[config.mk]
export PLATFORM = sky130hd
export DESIGN_NAME = alu_sum_arbiter
export DESIGN_NICKNAME = d
export VERILOG_FILES = /design/src/rtl/alu_sum_arbiter.sv
export SDC_FILE = /design/constraint.sdc
export NUM_CORES = 1
export LEC_CHECK = 0
export BUFFER_PORTS_ARGS = -buffer_cell sky130_fd_sc_hd__buf_4
export CORE_AREA = 2 2 111 113
export CTS_CLUSTER_DIAMETER = 40
export CTS_CLUSTER_SIZE = 10
export DETAILED_ROUTE_END_ITERATION = 8
export DIE_AREA = 0 0 113 115
export GPL_TIMING_DRIVEN = 0
export PLACE_DENSITY = 0.86
export SYNTH_ARGS = -nofsm -noshare
export SYNTH_HDL_FRONTEND = slang
export SYNTH_SLANG_ARGS = --single-unit
[constraint.sdc]
create_clock -name clk -period 2.96 [get_ports clk]
set_input_delay 0.444 -clock clk [delete_from_list [all_inputs] [get_ports clk]]
set_output_delay 0.444 -clock clk [all_outputs]
set_load 0.05 [all_outputs]
[src/rtl/alu_sum_arbiter.sv]
// Round-robin arbiter sharing one external 32-bit adder between two requesters.
// Operands are latched on accept; the registered sum is held until the consumer takes it.
module alu_sum_arbiter #(
  parameter int unsigned WIDTH = 32,
  parameter int unsigned CNT_W = 16
) (
  input  logic             clk,
  input  logic             rst_n,
  input  logic             req0_valid,
  input  logic [WIDTH-1:0] req0_srcA,
  input  logic [WIDTH-1:0] req0_srcB,
  output logic             req0_ready,
  input  logic             req1_valid,
  input  logic [WIDTH-1:0] req1_srcA,
  input  logic [WIDTH-1:0] req1_srcB,
  output logic             req1_ready,
  output logic [WIDTH-1:0] alu_srcA,
  output logic [WIDTH-1:0] alu_srcB,
  input  logic [WIDTH-1:0] alu_res,
  output logic             rsp_valid,
  output logic             rsp_id,
  output logic [WIDTH-1:0] rsp_data,
  input  logic             rsp_ready,
  output logic             busy,
  output logic [CNT_W-1:0] op_count
);

  typedef enum logic [1:0] {
    IDLE = 2'd0,
    EXEC = 2'd1,
    RESP = 2'd2
  } state_t;

  state_t           state_q, state_d;
  logic [WIDTH-1:0] opa_q, opa_d;
  logic [WIDTH-1:0] opb_q, opb_d;
  logic             grant_id_q, grant_id_d;
  logic             last_grant_q, last_grant_d;
  logic             rsp_valid_q, rsp_valid_d;
  logic             rsp_id_q, rsp_id_d;
  logic [WIDTH-1:0] rsp_data_q, rsp_data_d;
  logic             busy_q, busy_d;
  logic [CNT_W-1:0] cnt_q, cnt_d;
  logic             grant0, grant1;

  // State and datapath registers
  always_ff @(posedge clk or negedge rst_n) begin
    if (!rst_n) begin
      state_q      <= IDLE;
      opa_q        <= '0;
      opb_q        <= '0;
      grant_id_q   <= 1'b0;
      last_grant_q <= 1'b1;
      rsp_valid_q  <= 1'b0;
      rsp_id_q     <= 1'b0;
      rsp_data_q   <= '0;
      busy_q       <= 1'b0;
      cnt_q        <= '0;
    end else begin
      state_q      <= state_d;
      opa_q        <= opa_d;
      opb_q        <= opb_d;
      grant_id_q   <= grant_id_d;
      last_grant_q <= last_grant_d;
      rsp_valid_q  <= rsp_valid_d;
      rsp_id_q     <= rsp_id_d;
      rsp_data_q   <= rsp_data_d;
      busy_q       <= busy_d;
      cnt_q        <= cnt_d;
    end
  end

  // Next-state, grant and handshake logic
  always_comb begin
    state_d      = state_q;
    opa_d        = opa_q;
    opb_d        = opb_q;
    grant_id_d   = grant_id_q;
    last_grant_d = last_grant_q;
    rsp_valid_d  = rsp_valid_q;
    rsp_id_d     = rsp_id_q;
    rsp_data_d   = rsp_data_q;
    cnt_d        = cnt_q;
    req0_ready   = 1'b0;
    req1_ready   = 1'b0;

    // On a tie the requester that was not served last wins
    grant0 = req0_valid && (!req1_valid || last_grant_q);
    grant1 = req1_valid && (!req0_valid || !last_grant_q);

    unique case (state_q)
      IDLE: begin
        if (grant0) begin
          req0_ready = 1'b1;
          opa_d      = req0_srcA;
          opb_d      = req0_srcB;
          grant_id_d = 1'b0;
          state_d    = EXEC;
        end else if (grant1) begin
          req1_ready = 1'b1;
          opa_d      = req1_srcA;
          opb_d      = req1_srcB;
          grant_id_d = 1'b1;
          state_d    = EXEC;
        end
      end
      EXEC: begin
        rsp_data_d  = alu_res;
        rsp_id_d    = grant_id_q;
        rsp_valid_d = 1'b1;
        state_d     = RESP;
      end
      RESP: begin
        if (rsp_ready) begin
          rsp_valid_d  = 1'b0;
          last_grant_d = rsp_id_q;
          if (cnt_q != {CNT_W{1'b1}}) begin
            cnt_d = cnt_q + CNT_W'(1);
          end
          state_d = IDLE;
        end
      end
      default: state_d = IDLE;
    endcase

    busy_d = (state_d != IDLE);
  end

  assign alu_srcA  = opa_q;
  assign alu_srcB  = opb_q;
  assign rsp_valid = rsp_valid_q;
  assign rsp_id    = rsp_id_q;
  assign rsp_data  = rsp_data_q;
  assign busy      = busy_q;
  assign op_count  = cnt_q;

endmodule
==> insert_results.sql, run 1 <==
INSERT INTO impl_metrics (metric_group, metric, value, unit) VALUES
('critical_path', 'reg2reg_slack', '0.97', 'ns'),
('drt', 'top_layer_used', 'met4', ''),
('synth', 'yosys-top-cells-area', 'dfrtp_1 57%, mux2i_1 12%, mux2_2 7.6%, a21oi_1 6.2%, nor2_1 4.8%', ''),
('drt', 'drcViolationCount', '13', ''),
('drt', 'drt-vias-per-instance', '5.07', ''),
('critical_path', 'critical-path-slowest-cell', 'dfstp_2', ''),
('finish', 'n_antenna_cell', '0', ''),
('synth', 'synth.lib_cells_used.distinct', '39', ''),
('critical_path', 'timing.critical_path.from_type', 'flip-flop', ''),
('clocking', 'clock_tree_from_tritoncts', 'built', ''),
('floorplan', 'die_area', '13000', 'sq um'),
('sta', 'final-max-slew-violation-count', '0', ''),
('synth', 'yosys.area.top_type_share', '56.9', '%'),
('critical_path', 'worst-path-buf-inv', '3', ''),
('critical_path', 'slowest_delay', '0.53', 'ns'),
('floorplan', 'cell_rows', '40', ''),
('finish', 'multi_input_area', '2080', 'sq um'),
('critical_path', 'timing.reg2reg.worst_path_depth', '4', ''),
('floorplan', 'initial_utilization', '43.9', '%'),
('critical_path', 'path_delay_family', 'buffers and inverters', ''),
('critical_path', 'critPathMostFrequentCell', 'buf_2', ''),
('sta', 'worst-slew-pin-transition', '0.736', 'ns'),
('critical_path', 'critical_path_arrival', '2.02', 'ns'),
('sta', 'setup_total_negative_slack', '0', 'ns'),
('clocking', 'clockBufferDepth', '2', ''),
('clocking', 'count_of_hold_buffers_inserted_by_post_cts_repair', '0', ''),
('sta', 'setup-violations-final', '0', ''),
('drt', 'wl_per_cell', '17.0', 'um'),
('floorplan', 'die_x', '113', 'um'),
('drt', 'drt-total-wl', '15300', 'um'),
('global_routing', 'first_global_vias', '4718', ''),
('status', 'failing_checks', 'DRC', ''),
('clocking', 'cts_inserted_buffers', '17', ''),
('placement', 'numPortBuffers', '281', ''),
('drt', 'routedLengthMet1', '5820', 'um'),
('status', 'status', 'finished with violations', ''),
('clocking', 'clk_pin_slew', '0.05', 'ns'),
('critical_path', 'worstSetupStartpoint', 'last_grant_q$_DFFE_PN1P_', ''),
('global_routing', 'number_of_antenna_violations_at_the_first_check_in_global_routing', '0', ''),
('global_routing', 'globalRouteOverflowTotal', '0', ''),
('global_routing', 'wire_length_of_the_first_global_routing_pass', '23400', 'um'),
('clocking', 'clock_tree_sinks', '119', ''),
('clocking', 'h_tree_depth', '4', ''),
('global_routing', 'pin_count_of_the_biggest_net_entering_global_routing', '65', ''),
('synth', 'synth.most_common_cell', 'dfrtp_1', ''),
('floorplan', 'floorplan.core_area', '11800', 'sq um'),
('critical_path', 'setup.worst_path.class', 'flip-flop to primary output', ''),
('critical_path', 'worst-endpoint-required', '2.52', 'ns'),
('synth', 'syn-num-nets', '608', ''),
('synth', 'post_synth_most_frequent_cells', '118 x dfrtp_1, 66 x nor2_1, 64 x a21oi_1, 64 x mux2i_1, 35 x mux2_2', ''),
('synth', 'synth_area_per_cell', '11.7', 'sq um'),
('synth', 'yosys_warnings', '0', ''),
('synth', 'synthFlopType', 'dfrtp_1', ''),
('floorplan', 'floorplan.die.height', '115', 'um'),
('critical_path', 'critPathCapture', 'req0_ready', ''),
('sta', 'final.setup_skew', '0.00869', 'ns'),
('drt', 'iteration_0_drc_markers', '245', ''),
('critical_path', 'timing.rr.end', 'alu_srcB[16]$_DFFE_PN0P_', ''),
('synth', 'post_synth_inst_count', '442', ''),
('sta', 'setup_repair_after_global_routing_missed_its_margin', 'false', ''),
('placement', 'gp_congestion', '0.868', ''),
('clocking', 'root_buffer', 'clkbuf_16', ''),
('drt', 'ant_nets', '0', ''),
('placement', 'placedInstanceArea', '7510', 'sq um'),
('critical_path', 'crit_path_max_fanout', '10', ''),
('drt', 'dr_wl_met3', '1030', 'um'),
('synth', 'synth_enable_flop_cells', '0', ''),
('synth', 'synth_seq_cells', '119', ''),
('global_routing', 'grt_use_total', '23.3', '%'),
('power_and_ir_drop', 'leakage', '4.07', 'nW'),
('finish', 'seq_area', '2980', 'sq um');
[state kept, by name, indices dropped and copies added, names as in the netlist]
name and cells:
op_count 16, alu_srcB 32, rsp_id 1, rsp_data 32, last_grant_q 1, grant_id_q 1, busy 1, rsp_valid 1
state_q 2, alu_srcA 32
[worst reg2reg max path, stage by stage, from the launching register on]
cell and delay (ns):
dfrtp_1 0.41, nor3_1 0.37, clkbuf_1 0.43, clkbuf_1 0.48
a21oi_1 0.15
[cell usage in the layout (no fill, tap or decap), drive strengths merged, types with 3 or more instances in the layout]
cell type / instances
a21oi: 64
buf: 294
clkbuf: 44
dfrtp: 118
inv: 5
mux2: 36
mux2i: 64
nand2: 8
nand3: 4
nand4: 6
nor2: 66
nor3: 6
nor4: 6
o21ai: 4
xnor2: 3
xor2: 8
[power breakdown]
part	internal (mW)	leakage (nW)	total, mW	switching (mW)
clock network	1.22	0.275	1.89	0.668
registers	2.38	1.37	2.85	0.468
logic	1.77	2.43	5.63	3.87
[layout make-up]
cell class                      count  share of cell area (%)
Clock inverter                      2                   0.124
Timing Repair Buffer              282                    26.5
Sequential cell                   119                    37.0
Tap cell                          147                    2.28
Buffer                             26                    1.40
Clock buffer                       30                    6.75
Inverter                            5                   0.233
Multi-Input combinational cell    292                    25.7
[how the worst min path moves through the flow]
stage                                  start                       end  slack (ns)  depth (start not counted)
floorplan                              rst_n   alu_srcA[0]$_DFFE_PN0P_        0.15                          0
global placement    rsp_data[21]$_DFFE_PN0N_  rsp_data[21]$_DFFE_PN0N_        0.49                          1
detailed placement  rsp_data[26]$_DFFE_PN0N_  rsp_data[26]$_DFFE_PN0N_        0.49                          1
CTS                                    rst_n  rsp_data[13]$_DFFE_PN0N_        0.11                          1
global route                           rst_n  op_count[15]$_DFFE_PN0P_        0.14                          1
finish                                 rst_n  op_count[14]$_DFFE_PN0P_        0.09                          1
[cell families (layout without fill, tap and decap cells)]
family                     after synthesis  after routing  synth area share, %
adders and majority gates                1              1                0.241
xor gates and xnor gates                11             11                 1.86
DFF                                    119            119                 57.5
muxes                                  100            100                 20.2
AOI/OAI and AO/OA                       74             74                 7.48
buffers and inverters                   31            345                 2.53
and+or+nand+nor                        106            106                 10.3
[metrics by stage]
| stage | total power [mW] | std cells | setup WS, ns | util (%) |
|---|---|---|---|---|
| 2_1_floorplan | 6.60 | 442 | 0.205 | - |
| 3_3_place_gp | 8.36 | 870 | 0.743 | 63.3 |
| 3_5_place_dp | 8.52 | 871 | 0.697 | 63.6 |
| 4_1_cts | 10.4 | 903 | 0.443 | 68.3 |
| 5_1_grt | 10.8 | 903 | 0.375 | 68.3 |
| 6_report | 10.4 | 903 | 0.491 | 68.3 |
[metal layers]
metal	vias to the layer above	GRT usage (%)
li1	2155	-
met1	2215	25.8
met2	182	41.8
met4	0	9.59
met5	-	0
met3	24	7.27
No activity file was read; power rests on OpenSTA's default activity.
==> run 2: changes to the inputs <==
==> constraint.sdc (replaced) <==
create_clock -name clk -period 2.45 [get_ports clk]
set_input_delay 0.3675 -clock clk [delete_from_list [all_inputs] [get_ports clk]]
set_output_delay 0.3675 -clock clk [all_outputs]
set_load 0.05 [all_outputs]
==> run 2 against run 1 <==
Effect of this change:
- the flow still finishes with violations (DRC)
- register-to-register slack got worse by 0.70 ns
- final cell count is 0.11% lower
- via count decreased by 0.33%
- sequential power rose by 21%
- hold slack worse by 0.060 ns
- critical path depth down 1
- first-iteration DRC count up 18%
==> insert_results.sql, run 2 (same netlist as run 1, synthesis figures left out) <==
INSERT INTO impl_metrics (metric_group, metric, value, unit) VALUES
('status', 'status', 'finished with violations', ''),
('status', 'failing_checks', 'DRC', ''),
('critical_path', 'crit_path_max_fanout', '19', ''),
('finish', 'final_common_cell', 'buf_4', ''),
('clocking', 'clockBufferDepth', '2', ''),
('power_and_ir_drop', 'power.density', '1550', 'nW/um^2'),
('drt', 'first_pass_iters', '6', ''),
('drt', 'ant_nets', '0', ''),
('sta', 'final_worst_path_cycle_share', '91.0', '%'),
('drt', 'iteration_0_drc_markers', '288', ''),
('clocking', 'cts_inserted_buffers', '17', ''),
('floorplan', 'initial_utilization', '43.9', '%'),
('clocking', 'post_cts_buffers', '0', ''),
('drt', 'drt-total-wl', '15200', 'um'),
('sta', 'postLayoutSetupSlackWorst', '0.221', 'ns'),
('finish', 'area_growth', '55.6', '%'),
('flow_run', 'drv.max_cap_violation_count', '0', ''),
('critical_path', 'setup.worst_path.end_class', 'primary output', ''),
('drt', 'wl_per_cell', '16.8', 'um'),
('placement', 'pre_cts_ws', '0.255', 'ns'),
('sta', 'finalHoldViolations', '0', ''),
('worst_hold_path', 'min_path_type', 'input pin to async pin', ''),
('sta', 'setup_repair_after_global_routing_missed_its_margin', 'false', ''),
('sta', 'final.setup_skew', '0.00935', 'ns'),
('power_and_ir_drop', 'leakage', '4.06', 'nW'),
('sta', 'worst_slew_margin_rel', '49.8', '%'),
('sta', 'final.min_clock_period', '2.23', 'ns'),
('floorplan', 'design.portCount', '282', ''),
('global_routing', 'number_of_antenna_violations_at_the_first_check_in_global_routing', '0', ''),
('global_routing', 'wire_length_of_the_first_global_routing_pass', '23900', 'um'),
('drt', 'vias', '4561', ''),
('floorplan', 'floorplan.core_area', '11800', 'sq um'),
('sta', 'worst-slew-pin-transition', '0.753', 'ns'),
('sta', 'setup-violations-final', '0', ''),
('critical_path', 'timing.reg2reg.worst_path_depth', '4', ''),
('placement', 'numPortBuffers', '281', ''),
('sta', 'final-max-slew-violation-count', '0', ''),
('critical_path', 'setup.worst_path.class', 'flip-flop to primary output', ''),
('critical_path', 'timing.critical_path.from_type', 'flip-flop', ''),
('clocking', 'clock_tree_from_tritoncts', 'built', ''),
('finish', 'final_layout_size_suffix_gt1_share', '49.1', '%'),
('clocking', 'h_tree_depth', '4', ''),
('critical_path', 'critical_path_arrival', '1.86', 'ns'),
('floorplan', 'cell_rows', '40', ''),
('clocking', 'count_of_hold_buffers_inserted_by_post_cts_repair', '0', ''),
('finish', 'stdcell_count', '902', ''),
('finish', 'nets_finish', '908', ''),
('sta', 'max_freq', '449', 'MHz'),
('global_routing', 'pin_count_of_the_biggest_net_entering_global_routing', '64', ''),
('global_routing', 'first_global_vias', '4843', ''),
('clocking', 'clock_latency', '0.40', 'ns'),
('floorplan', 'die_area', '13000', 'sq um'),
('drt', 'drcViolationCount', '14', ''),
('clocking', 'clock_tree_sinks', '119', ''),
('global_routing', 'grt_use_total', '23.4', '%'),
('global_routing', 'globalRouteOverflowTotal', '0', ''),
('clocking', 'clk_pin_slew', '0.05', 'ns'),
('finish', 'n_antenna_cell', '0', ''),
('drt', 'drt-vias-per-instance', '5.06', ''),
('clocking', 'root_buffer', 'clkbuf_16', ''),
('floorplan', 'floorplan.die.height', '115', 'um'),
('placement', 'detailedPlacementHpwl', '11700', 'um'),
('placement', 'gp_congestion', '0.880', ''),
('finish', 'num-fill-cells', '861', ''),
('floorplan', 'die_x', '113', 'um'),
('power_and_ir_drop', 'ir_drop_worst_case_vdd', '0.999', 'mV'),
('critical_path', 'worst-endpoint-required', '2.08', 'ns'),
('finish', 'most-common-layout-cells', '281 x buf_4, 118 x dfrtp_1, 66 x nor2_1', ''),
('placement', 'placed_cells', '871', '');
run 2: cell count changes in the layout (fill, tap and decap cells not counted), sizes merged:
cell and change:
bufinv +1, inv +2, buf -1, clkinvlp +5, clkinv +5, clkbuf -13
run 2: cell type report:
| cell class | count | area, sq um | share of cell area (%) |
|---|---|---|---|
| flip-flops and latches | 119 | 2980 | 36.9 |
| repair buffers | 282 | 2140 | 26.5 |
| multi-input cells | 292 | 2090 | 25.8 |
| clock buffers | 17 | 425 | 5.27 |
| well taps | 147 | 184 | 2.28 |
| clock inverters | 15 | 131 | 1.63 |
| plain buffers | 25 | 108 | 1.33 |
| inverters | 5 | 18.8 | 0.233 |
run 2: timing repair:
action	4_1_cts	5_1_grt
pin swaps	0	0
endpoints found under the setup margin	1	1
hold endpoints to repair	0	0
resized for setup	1	0
gates cloned	0	0
run 2: metrics by stage:
stage           TNS, ns  cell area (sq um)  util, %  total power [mW]  hold WS [ns]
3_5_place_dp          0               7510     63.6              10.3         0.475
2_1_floorplan  -0.00739               5190        -              7.98        0.0719
3_3_place_gp          0               7480     63.4              10.1         0.488
6_report              0               8070     68.3              12.5        0.0264
5_1_grt               0               8070     68.3              13.1        0.0722
4_1_cts               0               8070     68.4              12.6        0.0451
run 2: critical path, cell delays in order (launching register included):
cell     delay (ns)
dfstp_2        0.55
o21ai_1        0.08
buf_2          0.33
nor3_2         0.27
buf_4          0.25
run 2: where the power goes:
group	internal [mW]	total (mW)	leakage [nW]	switching, mW
Sequential	2.87	3.45	1.37	0.580
Clock	1.39	2.30	0.261	0.906
Combinational	2.14	6.79	2.43	4.65
run 2: routing by layer:
metal	vias to the layer above	GRT usage (%)	part of all wire, %
met4	0	8.05	1.6
met5	-	0	0
met3	24	7.01	7.2
li1	2151	-	-
met1	2187	26.9	38
met2	199	42.0	54
run 2: final timing paths:
kind | slack [ns] | end | startpoint
setup / recovery | 0.22 | req0_ready | last_grant_q$_DFFE_PN1P_
hold / removal | 0.03 | alu_srcB[29]$_DFFE_PN0P_ | rst_n
setup reg to reg | 0.27 | alu_srcB[15]$_DFFE_PN0P_ | state_q[1]$_DFF_PN0_
hold reg to reg | 0.50 | rsp_data[8]$_DFFE_PN0N_ | rsp_data[8]$_DFFE_PN0N_
max in group asynchronous | 1.63 | last_grant_q$_DFFE_PN1P_ | rst_n
min in group clk | 0.20 | rsp_data[15]$_DFFE_PN0N_ | alu_res[15]
==> run 3: changes to the inputs <==
--- a/config.mk
+++ b/config.mk
@@ -6,13 +6,15 @@
 export NUM_CORES = 1
 export LEC_CHECK = 0
 export BUFFER_PORTS_ARGS = -buffer_cell sky130_fd_sc_hd__buf_4
-export CORE_AREA = 2 2 111 113
+export CORE_AREA = 2 2 110 112
+export CTS_BUF_LIST = sky130_fd_sc_hd__clkbuf_8
 export CTS_CLUSTER_DIAMETER = 40
 export CTS_CLUSTER_SIZE = 10
 export DETAILED_ROUTE_END_ITERATION = 8
-export DIE_AREA = 0 0 113 115
+export DIE_AREA = 0 0 112 114
 export GPL_TIMING_DRIVEN = 0
-export PLACE_DENSITY = 0.86
+export PLACE_DENSITY = 0.87
 export SYNTH_ARGS = -nofsm -noshare
 export SYNTH_HDL_FRONTEND = slang
 export SYNTH_SLANG_ARGS = --single-unit
+export TNS_END_PERCENT = 1
==> run 3 against run 2 <==
Effect of this change:
- the run now ends clean
- clock power is 24% lower
- global-route usage decreased by 0.17 points
- sequential power barely moved
- hold slack better by 0.15 ns
- total power shrank 4.3%
- sequential share of layout area increased by 0.71 points
- critical path depth did not move
- maximum frequency about the same
- non-clock buffer count increased by 1
==> insert_results.sql, run 3 (same netlist as run 1, synthesis figures left out) <==
INSERT INTO impl_metrics (metric_group, metric, value, unit) VALUES
('status', 'status', 'finished, final reports clean', ''),
('drt', 'drt-vias-per-instance', '5.18', ''),
('global_routing', 'number_of_antenna_violations_at_the_first_check_in_global_routing', '0', ''),
('worst_hold_path', 'min_path_type', 'input pin to flip-flop', ''),
('sta', 'timing.hold.ws', '0.174', 'ns'),
('sta', 'final.min_clock_period', '2.23', 'ns'),
('floorplan', 'design.portCount', '282', ''),
('finish', 'num-fill-cells', '860', ''),
('drt', 'first_pass_iters', '4', ''),
('floorplan', 'floorplan.core_area', '11700', 'sq um'),
('worst_hold_path', 'min_path_cells', '2', ''),
('clocking', 'clk_pin_slew', '0.07', 'ns'),
('drt', 'routed-wl-met2', '7970', 'um'),
('clocking', 'post_cts_buffers', '0', ''),
('drt', 'drcViolationCount', '0', ''),
('sta', 'final.setup_skew', '0.00908', 'ns'),
('global_routing', 'wire_length_of_the_first_global_routing_pass', '23500', 'um'),
('critical_path', 'timing.critical_path.from_type', 'flip-flop', ''),
('sta', 'setup_total_negative_slack', '0', 'ns'),
('sta', 'worst_slew_margin_rel', '59.4', '%'),
('critical_path', 'crit_path_max_fanout', '19', ''),
('sta', 'setup-violations-final', '0', ''),
('floorplan', 'die_area', '12800', 'sq um'),
('drt', 'iteration_0_drc_markers', '252', ''),
('sta', 'max_freq', '448', 'MHz'),
('power_and_ir_drop', 'ir_drop_worst_case_vdd', '1.12', 'mV'),
('drt', 'routedLengthMet1', '5610', 'um'),
('power_and_ir_drop', 'leakage', '4.00', 'nW'),
('placement', 'numPortBuffers', '281', ''),
('finish', 'final_common_cell', 'buf_4', ''),
('placement', 'detailedPlacementHpwl', '11500', 'um'),
('clocking', 'h_tree_depth', '4', ''),
('finish', 'utilization_after_layout', '67.6', '%'),
('placement', 'gp_congestion', '0.828', ''),
('sta', 'setup_repair_after_global_routing_missed_its_margin', 'false', ''),
('critical_path', 'setup.worst_path.class', 'flip-flop to primary output', ''),
('power_and_ir_drop', 'power.density', '1520', 'nW/um^2'),
('critical_path', 'timing.reg2reg.worst_path_depth', '5', ''),
('clocking', 'clock_latency', '0.42', 'ns'),
('drt', 'vias', '4665', ''),
('finish', 'area_growth', '52.7', '%'),
('clocking', 'clock_tree_sinks', '119', ''),
('flow_run', 'drv.max_cap_violation_count', '0', ''),
('drt', 'drt-total-wl', '15000', 'um'),
('finish', 'nets_finish', '909', ''),
('clocking', 'root_buffer', 'clkbuf_8', ''),
('clocking', 'clock_tree_from_tritoncts', 'built', ''),
('drt', 'wl_per_cell', '16.7', 'um'),
('global_routing', 'pin_count_of_the_biggest_net_entering_global_routing', '120', ''),
('drt', 'top_layer_used', 'met4', ''),
('sta', 'final-max-slew-violation-count', '0', ''),
('global_routing', 'grt_use_total', '23.3', '%'),
('critical_path', 'cp_cell_sequence', 'o21ai_1, buf_2, nor3_2, buf_4', ''),
('global_routing', 'globalRouteOverflowTotal', '0', ''),
('drt', 'dr_wl_met3', '1170', 'um'),
('sta', 'final_worst_path_cycle_share', '91.0', '%'),
('sta', 'finalHoldViolations', '0', ''),
('clocking', 'clockBufferDepth', '2', ''),
('critical_path', 'worst-endpoint-required', '2.08', 'ns'),
('critical_path', 'critical_path_arrival', '1.86', 'ns'),
('sta', 'worst-slew-pin-transition', '0.609', 'ns'),
('floorplan', 'floorplan.die.height', '114', 'um'),
('power_and_ir_drop', 'design_power', '12.0', 'mW'),
('floorplan', 'initial_utilization', '44.3', '%'),
('floorplan', 'die_x', '112', 'um'),
('critical_path', 'critical-path-slowest-cell', 'dfstp_2', ''),
('finish', 'final_layout_size_suffix_gt1_share', '48.8', '%'),
('drt', 'ant_nets', '0', ''),
('global_routing', 'first_global_vias', '4888', ''),
('floorplan', 'cell_rows', '40', ''),
('finish', 'most-common-layout-cells', '280 x buf_4, 118 x dfrtp_1, 66 x nor2_1', ''),
('critical_path', 'slowest_delay', '0.55', 'ns'),
('finish', 'n_antenna_cell', '0', ''),
('critical_path', 'setup.worst_path.end_class', 'primary output', ''),
('clocking', 'cts_inserted_buffers', '17', '');
[run 3: path summary, 6_finish.rpt]
kind | startpoint | to | slack, ns
max | last_grant_q$_DFFE_PN1P_ | req0_ready | 0.22
min | alu_res[20] | rsp_data[20]$_DFFE_PN0N_ | 0.17
max reg2reg | state_q[0]$_DFF_PN0_ | alu_srcB[13]$_DFFE_PN0P_ | 0.27
min reg2reg | rsp_data[26]$_DFFE_PN0N_ | rsp_data[26]$_DFFE_PN0N_ | 0.51
max in group asynchronous | rst_n | alu_srcA[15]$_DFFE_PN0P_ | 1.36
min in group asynchronous | rst_n | alu_srcA[2]$_DFFE_PN0P_ | 0.34
[run 3: routing by layer]
layer,global-route usage [%],vias up
met5,0,-
met4,7.80,0
li1,-,2150
met1,26.4,2263
met3,7.01,28
met2,42.1,224
[run 3: power by group]
| part | total, mW | switching [mW] | leakage [nW] | internal (mW) |
|---|---|---|---|---|
| combinational | 6.82 | 4.68 | 2.44 | 2.14 |
| sequential | 3.44 | 0.570 | 1.37 | 2.87 |
| clock | 1.74 | 0.750 | 0.197 | 0.992 |
[run 3: worst max-delay path, delay by kind of cell, from the launching register on]
kind / cells / cell delay (ns)
DFF: 1 / 0.55
buffers and inverters: 2 / 0.57
and+or+nand+nor: 1 / 0.24
AOI/OAI and AO/OA: 1 / 0.09
[run 3: metrics by stage]
stage	setup WS, ns	area (sq um)	instances
4_1_cts	0.0501	7880	900
3_3_place_gp	0.272	7480	870
2_1_floorplan	-0.00739	5190	442
5_1_grt	0.0643	7920	901
6_report	0.219	7920	901
3_5_place_dp	0.238	7480	870
[run 3: area by class of cell]
cell class	instances	area, sq um	share of cell area, %
timing repair buffer	283	2150	27.2
multi-input combinational	292	2090	26.3
inverter	5	18.8	0.237
sequential	119	2980	37.6
clock buffer	21	289	3.65
tap	147	184	2.32
buffer	25	108	1.36
clock inverter	9	101	1.28
[run 3: timing repair]
action                     4_1_cts  5_1_grt
hold buffers                     0        1
hold endpoints to repair         0       13
gates resized for setup          1        0
pin swaps                        0        0
setup endpoints to repair        1        1
